<file path="config.mk">
export PLATFORM = sky130hd
export DESIGN_NAME = muldiv_unit
export DESIGN_NICKNAME = d
export VERILOG_FILES = /design/src/rtl/muldiv_pkg.sv /design/src/rtl/muldiv_div_core.sv /design/src/rtl/muldiv_unit.sv
export SDC_FILE = /design/constraint.sdc
export NUM_CORES = 2
export LEC_CHECK = 0
export CORE_ASPECT_RATIO = 0.7
export CORE_MARGIN = 2
export CORE_UTILIZATION = 50
export DETAILED_ROUTE_END_ITERATION = 12
export PLACE_DENSITY_LB_ADDON = 0.05
export SLEW_MARGIN = 5
export SYNTH_ARGS = -nofsm -noshare
export SYNTH_HDL_FRONTEND = slang
export SYNTH_SLANG_ARGS = --single-unit
export TNS_END_PERCENT = 100
</file>
<file path="constraint.sdc">
create_clock -name clk -period 27.9 [get_ports clk]
set_input_delay 5.58 -clock clk [delete_from_list [all_inputs] [get_ports clk]]
set_output_delay 5.58 -clock clk [all_outputs]
set_load 0.1 [all_outputs]
</file>
<file path="src/rtl/muldiv_pkg.sv">
// rtl/muldiv_pkg.sv - shared encodings and helpers for the iterative multiply/divide unit
package muldiv_pkg;

    typedef enum logic [2:0] {
        MD_MUL    = 3'b000,
        MD_MULH   = 3'b001,
        MD_MULHSU = 3'b010,
        MD_MULHU  = 3'b011,
        MD_DIV    = 3'b100,
        MD_DIVU   = 3'b101,
        MD_REM    = 3'b110,
        MD_REMU   = 3'b111
    } md_op_e;

    typedef enum logic [1:0] {
        S_IDLE = 2'd0,
        S_CALC = 2'd1,
        S_DONE = 2'd2
    } md_state_e;

    localparam int MAX_XLEN = 64;

    // Sign-extend a 32-bit word to the widest supported datapath; callers slice to XLEN.
    function automatic logic [MAX_XLEN-1:0] sext32(input logic [31:0] v);
        return {{(MAX_XLEN-32){v[31]}}, v};
    endfunction

endpackage

</file>
<file path="src/rtl/muldiv_div_core.sv">
// rtl/muldiv_div_core.sv - one restoring-division step on unsigned magnitudes
module muldiv_div_core #(
    parameter int XLEN = 64
) (
    input  logic [XLEN-1:0] rem_i,
    input  logic            dbit_i,
    input  logic [XLEN-1:0] divisor_i,
    output logic [XLEN-1:0] rem_o,
    output logic            qbit_o
);

    logic [XLEN:0] shifted;
    logic [XLEN:0] trial;

    // Shift in the next dividend bit, trial-subtract, and restore on borrow.
    always_comb begin
        shifted = {rem_i, dbit_i};
        trial   = shifted - {1'b0, divisor_i};
        qbit_o  = ~trial[XLEN];
        rem_o   = trial[XLEN] ? shifted[XLEN-1:0] : trial[XLEN-1:0];
    end

endmodule

</file>
<file path="src/rtl/muldiv_unit.sv">
// rtl/muldiv_unit.sv - iterative RV64M multiply/divide unit; MULDIV_RADIX4_MUL_EN selects radix-4 multiply
module muldiv_unit
    import muldiv_pkg::*;
#(
    parameter int XLEN = 64
) (
    input  logic            clk,
    input  logic            rst,
    input  logic            in_valid,
    output logic            in_ready,
    input  logic [2:0]      op,
    input  logic            word,
    input  logic [XLEN-1:0] op1,
    input  logic [XLEN-1:0] op2,
    input  logic            flush,
    output logic            out_valid,
    input  logic            out_ready,
    output logic [XLEN-1:0] result,
    output logic            busy
);

    localparam int CW       = $clog2(XLEN) + 1;
    localparam int X2       = 2 * XLEN;
    localparam bit HAS_WORD = (XLEN == 64);

    // Extend a 32-bit value to XLEN, signed or unsigned.
    function automatic logic [XLEN-1:0] widen(input logic [31:0] v, input logic s);
        logic [MAX_XLEN-1:0] w;
        w = s ? sext32(v) : {{(MAX_XLEN-32){1'b0}}, v};
        return w[XLEN-1:0];
    endfunction

    // W forms return bit 31 sign-extended; full-width forms pass through.
    function automatic logic [XLEN-1:0] fin(input logic [XLEN-1:0] v, input logic w);
        return w ? widen(v[31:0], 1'b1) : v;
    endfunction

    md_state_e       state_q, state_d;
    logic [2:0]      op_q;
    logic            word_q;
    logic            a_neg_q, b_neg_q;
    logic [CW-1:0]   cnt_q, last_q;
    logic [X2-1:0]   acc_q, mc_q;
    logic [XLEN-1:0] mp_q;
    logic [XLEN-1:0] rem_q, quo_q, dvs_q;
    logic [XLEN-1:0] result_q;

    // Request decode, operand conditioning and special-case detection.
    logic            accept;
    logic            word_eff, a_signed, b_signed, is_div;
    logic [2:0]      op_eff;
    logic [XLEN-1:0] a_ext, b_ext, a_mag, b_mag, min_val;
    logic            a_neg, b_neg, div_zero, div_ovf, special;
    logic [XLEN-1:0] special_res;
    logic [CW-1:0]   n_last;

    assign accept = (state_q == S_IDLE) && in_valid && !flush;

    // Classify the offered request; W-form high multiplies collapse to MULW.
    always_comb begin
        word_eff = HAS_WORD && word;
        op_eff   = (word_eff && !op[2]) ? MD_MUL : op;
        is_div   = op_eff[2];
        a_signed = (op_eff == MD_MULH) || (op_eff == MD_MULHSU) ||
                   (op_eff == MD_DIV) || (op_eff == MD_REM);
        b_signed = (op_eff == MD_MULH) || (op_eff == MD_DIV) || (op_eff == MD_REM);
        a_ext    = word_eff ? widen(op1[31:0], a_signed) : op1;
        b_ext    = word_eff ? widen(op2[31:0], b_signed) : op2;
        a_neg    = a_signed && a_ext[XLEN-1];
        b_neg    = b_signed && b_ext[XLEN-1];
        a_mag    = a_neg ? -a_ext : a_ext;
        b_mag    = b_neg ? -b_ext : b_ext;
        min_val  = word_eff ? widen(32'h8000_0000, 1'b1) : {1'b1, {(XLEN-1){1'b0}}};
        div_zero = is_div && (b_ext == '0);
        div_ovf  = is_div && a_signed && (a_ext == min_val) && (b_ext == '1);
        special  = div_zero || div_ovf;

        special_res = '0;
        if (div_zero) begin
            special_res = op_eff[1] ? fin(a_ext, word_eff) : '1;
        end else if (div_ovf) begin
            special_res = op_eff[1] ? '0 : fin(a_ext, word_eff);
        end

        if (is_div) begin
            n_last = word_eff ? CW'(31) : CW'(XLEN - 1);
        end else begin
`ifdef MULDIV_RADIX4_MUL_EN
            n_last = word_eff ? CW'(15) : CW'(XLEN / 2 - 1);
`else
            n_last = word_eff ? CW'(31) : CW'(XLEN - 1);
`endif
        end
    end

    // One multiply and one divide iteration computed from the current state.
    logic [X2-1:0]   acc_nx, mc_nx, prod;
    logic [XLEN-1:0] mp_nx, rem_nx, quo_nx, quo_f, rem_f, final_res;
    logic            qbit;

    muldiv_div_core #(.XLEN(XLEN)) u_div_core (
        .rem_i     (rem_q),
        .dbit_i    (quo_q[XLEN-1]),
        .divisor_i (dvs_q),
        .rem_o     (rem_nx),
        .qbit_o    (qbit)
    );

    // Shift-add multiply step and final sign fix / result selection.
    always_comb begin
`ifdef MULDIV_RADIX4_MUL_EN
        acc_nx = acc_q + (mp_q[0] ? mc_q : '0) + (mp_q[1] ? {mc_q[X2-2:0], 1'b0} : '0);
        mc_nx  = {mc_q[X2-3:0], 2'b00};
        mp_nx  = {2'b00, mp_q[XLEN-1:2]};
`else
        acc_nx = acc_q + (mp_q[0] ? mc_q : '0);
        mc_nx  = {mc_q[X2-2:0], 1'b0};
        mp_nx  = {1'b0, mp_q[XLEN-1:1]};
`endif
        quo_nx = {quo_q[XLEN-2:0], qbit};
        prod   = (a_neg_q ^ b_neg_q) ? -acc_nx : acc_nx;
        quo_f  = (a_neg_q ^ b_neg_q) ? -quo_nx : quo_nx;
        rem_f  = a_neg_q ? -rem_nx : rem_nx;

        final_res = '0;
        case (op_q)
            MD_MUL:                       final_res = fin(prod[XLEN-1:0], word_q);
            MD_MULH, MD_MULHSU, MD_MULHU: final_res = prod[X2-1:XLEN];
            MD_DIV, MD_DIVU:              final_res = fin(quo_f, word_q);
            default:                      final_res = fin(rem_f, word_q);
        endcase
    end

    // FSM state register.
    always_ff @(posedge clk or posedge rst) begin
        if (rst) begin
            state_q <= S_IDLE;
        end else begin
            state_q <= state_d;
        end
    end

    // Next-state logic; flush overrides every other transition.
    always_comb begin
        state_d = state_q;
        case (state_q)
            S_IDLE: if (accept) state_d = special ? S_DONE : S_CALC;
            S_CALC: if (cnt_q == last_q) state_d = S_DONE;
            S_DONE: if (out_ready) state_d = S_IDLE;
            default: state_d = S_IDLE;
        endcase
        if (flush) begin
            state_d = S_IDLE;
        end
    end

    // Datapath: latch operands on accept, iterate in CALC, register the result.
    always_ff @(posedge clk or posedge rst) begin
        if (rst) begin
            op_q     <= '0;
            word_q   <= 1'b0;
            a_neg_q  <= 1'b0;
            b_neg_q  <= 1'b0;
            cnt_q    <= '0;
            last_q   <= '0;
            acc_q    <= '0;
            mc_q     <= '0;
            mp_q     <= '0;
            rem_q    <= '0;
            quo_q    <= '0;
            dvs_q    <= '0;
            result_q <= '0;
        end else if (accept) begin
            op_q    <= op_eff;
            word_q  <= word_eff;
            a_neg_q <= a_neg;
            b_neg_q <= b_neg;
            cnt_q   <= '0;
            last_q  <= n_last;
            acc_q   <= '0;
            mc_q    <= {{XLEN{1'b0}}, a_mag};
            mp_q    <= b_mag;
            rem_q   <= '0;
            // W-form dividend magnitude fits in 32 bits; park it at the top so it shifts out first.
            quo_q   <= word_eff ? (a_mag << 32) : a_mag;
            dvs_q   <= b_mag;
            if (special) begin
                result_q <= special_res;
            end
        end else if (state_q == S_CALC && !flush) begin
            cnt_q <= cnt_q + CW'(1);
            if (op_q[2]) begin
                rem_q <= rem_nx;
                quo_q <= quo_nx;
            end else begin
                acc_q <= acc_nx;
                mc_q  <= mc_nx;
                mp_q  <= mp_nx;
            end
            if (cnt_q == last_q) begin
                result_q <= final_res;
            end
        end
    end

    assign in_ready  = (state_q == S_IDLE);
    assign out_valid = (state_q == S_DONE);
    assign busy      = (state_q != S_IDLE);
    assign result    = result_q;

endmodule
</file>
==> summary.md <==
| Metric | Value |
|---|---|
| Final min period | `10.76 ns` |
| Clock Skews | `0.0336 ns` |
| RSZ-0062 raised after global routing | `false` |
| Final setup vio count | `0` |
| CTS tree | `yes` |
| Worst reg2reg path endpoint | `result[18]$_DFFE_PP0P_` |
| Setup CP Type | `in2reg` |
| Hold_sp | `dvs_q[10]$_DFFE_PP0P_` |
| CP Launch Type | `input port` |
| Crit path to | `result[63]$_DFFE_PP0P_` |
| Register area share after synthesis | `0.275` |
| Slew Viols, Final | `2` |
| CP Cell Sequence | `clkdlybuf4s50_1, or4_1, nor4_1, nand3_1, or3_1, nor3_1, nor3b_1, and3_1, nand3_1, nand3_1, and2_1, buf_4, nand2_1, a221oi_1, nand2_1, a221oi_1, a2111oi_2` |
| DRC errors left | `0` |
| Lkg Pwr | `0.0247 uW` |
| Max incr delay on CP | `0.58 ns` |
| # hold bufs at CTS | `0` |
| Post-cts resize count | `0` |
| Initial core utilization | `0.506` |
| Vias per cell | `7.10` |
| Count leader, synth | `nand2_1` |
| Layout area overhead | `9.85%` |
| Top-level I/O count | `204` |
| Yosys top cell area share | `0.275` |
| Slowest CP cell | `or4_1` |
| Sink Count | `593` |
| GRT Total Usage | `0.467` |
| Crit Path Max Fanout | `24` |
| Number of DRC violations after detailed-routing iteration 0 | `10200` |
| CP Launch Point | `op2[12]` |
| Post-Route WL | `267000 um` |
| Yosys warnings | `0` |
| Port Buffers | `203` |
| Max cap viols | `1` |
| Initial antenna violation count | `18` |
| Multi-input gate area | `36800 um2` |
| Net Count, Synth | `7527` |
| Max H-tree Level | `3` |
| Distinct cells, synth | `118` |
| Hold Path Class | `reg2reg` |
| Logic pwr share | `0.518` |
| Die area | `111000 um2` |
| Layout cell share with drive strength beyond 1 | `0.0561` |
| Slew margin rel. | `-0.0266` |
| Net Switching | `2390 uW` |
| Share of power burned in registers | `0.269` |
| Crit path arrival time | `11.30 ns` |
| Register area | `14800 um2` |
| Post-DP HPWL | `209000 um` |
| Die W | `397 um` |
| Fin crit share | `0.386` |
| Core box area | `107000 um2` |
| Via count | `60900` |
| Worst r2r src | `mp_q[0]$_DFFE_PP0P_` |
| Tot Pwr | `4740 uW` |
| Worst R2R Setup Slack | `19.24 ns` |
| Outcome | `finished with violations` |
| DIE HEIGHT | `279 um` |
| Dominant cell type by area after synthesis | `dfrtp_1` |
| Antenna Nets Post-Route | `0` |
| Mapped Cells | `7190` |
| # fillers | `10200` |
| Total grt overflow | `0` |
| Setup bufs post-CTS | `0` |
| Top post-synthesis cells by count | `nand2_1 (904), o21ai_0 (643), dfrtp_1 (593)` |
| CTS max path bufs | `3` |
| Flops & latches, synth | `593` |
| GPL Wtd Cong | `1.10` |
| Row count | `100` |
| Slew @ Worst Pin | `1.53 ns` |
| Hold Vio Cnt, Final | `0` |
| Worst Setup End Kind | `register` |
| Synth Cell Area | `54000 um2` |
| P_int | `2350 uW` |
| Net Sw Frac | `0.505` |
| Cts bufs inserted | `68` |
| Area contributors post-synth | `dfrtp_1 (27%), nand2_1 (6.3%), o21ai_0 (6.0%)` |
| Worst path most repeated cell | `nand3_1` |
| Peak VDD IR | `0.0000607 V` |
| Largest net degree at the start of global routing | `206` |
| Clk_lat worst skew | `0.70 ns` |
| TritonRoute pass-1 iters | `9` |
| Vias in the first global route | `53500` |
| Synthesized area per cell | `7.51 um2` |
| F_max | `93.0 MHz` |
| Clock Tree Root | `clkbuf_16` |
| PD cells | `79.9 nW/um2` |
| Most used DFF post-synth | `dfrtp_1` |
| Fin Setup TNS | `0 ns` |
| First-pass GRT wire length | `383000 um` |
| Final #Nets | `7419` |
| Failing checks | `max-capacitance violations, max-slew violations` |
| Post-synth EDFFs | `0` |
| CP Data Required Time | `28.44 ns` |
| Routed length per placed instance | `31.2 um` |
| Synth async-reset ratio | `1.00` |
| R2R depth | `18` |
| Clk pin slew, worst setup/hold paths | `0.07 ns` |
| Clock power frac | `0.213` |
[worst min path at each step]
stage	endpoint	slack, ns	depth (start not counted)
floorplan	dvs_q[10]$_DFFE_PP0P_	0.45	1
global placement	dvs_q[12]$_DFFE_PP0P_	0.46	1
detailed placement	dvs_q[13]$_DFFE_PP0P_	0.47	1
CTS	dvs_q[10]$_DFFE_PP0P_	0.48	1
global route	dvs_q[6]$_DFFE_PP0P_	0.49	1
finish	dvs_q[10]$_DFFE_PP0P_	0.48	1
[power by group through the flow]
stage                     Sequential [uW]  Combinational, uW  Clock (uW)
after floorplan                      1340               1420           0
after global placement               1270               2310           0
after detailed placement             1270               2320           0
after CTS                            1260               2330        1010
after global routing                 1290               2550        1040
final                                1280               2450        1010
[worst max-delay path: cells and delay by family]
family / cells / cell delay (ns)
AOI/OAI and AO/OA: 3 / 0.64
and+or+nand+nor: 12 / 4.16
buffers and inverters: 2 / 0.89
[cells by family after synthesis]
kind of cell               Yosys count  synth area share
AOI/OAI and AO/OA                 2352             0.281
xor gates and xnor gates           455            0.0741
buffers and inverters              641            0.0474
and+or+nand+nor                   2830             0.254
adders and majority gates          200            0.0466
DFF                                593             0.275
muxes                              119            0.0223
[layout make-up]
class,count,area share
antenna,12,0.000506
clock inverter,31,0.00744
multi-input combinational,5956,0.620
clock buffer,92,0.0334
tap,1428,0.0301
sequential,593,0.250
inverter,149,0.00957
timing repair buffer,314,0.0491
[through the flow]
| step | setup WS [ns] | utilization | hold WS (ns) | cells | cell area [um2] |
|---|---|---|---|---|---|
| floorplan | 5.72 | - | 0.449 | 7190 | 54000 |
| global placement | 16.83 | 0.533 | 0.461 | 8440 | 56900 |
| detailed placement | 16.67 | 0.533 | 0.466 | 8440 | 56900 |
| CTS | 17.34 | 0.556 | 0.482 | 8563 | 59300 |
| global route | 16.93 | 0.556 | 0.491 | 8564 | 59300 |
| finish | 17.14 | 0.556 | 0.475 | 8575 | 59300 |
[state kept, by name (all words and copies together), names as in the netlist]
signal	cells
a_neg_q	1
acc_q	128
b_neg_q	1
cnt_q	7
dvs_q	64
last_q	2
mc_q	128
mp_q	64
op_q	3
quo_q	64
rem_q	64
result	64
state_q	2
word_q	1
[metal layers]
metal,track usage,share of wire
met1,0.689,0.43
met2,0.570,0.36
met3,0.228,0.17
met4,0.158,0.043
met5,0.00915,0.00095
[placed cells by master (no fill, tap or decap), types with 76 or more instances in the layout]
master	instances
nand4_1	165
o21ai_0	641
buf_4	108
nor2_1	581
a31oi_1	126
a21oi_1	559
xor2_1	222
nand2_1	901
mux2i_1	109
or3_1	76
nor3_1	167
ha_1	198
dfrtp_1	591
and2_1	166
nand3_1	369
nor4_1	81
clkdlybuf4s50_1	202
inv_1	145
xnor2_1	229
a21o_1	156
Note: power is estimated with default switching activity, not from simulation.
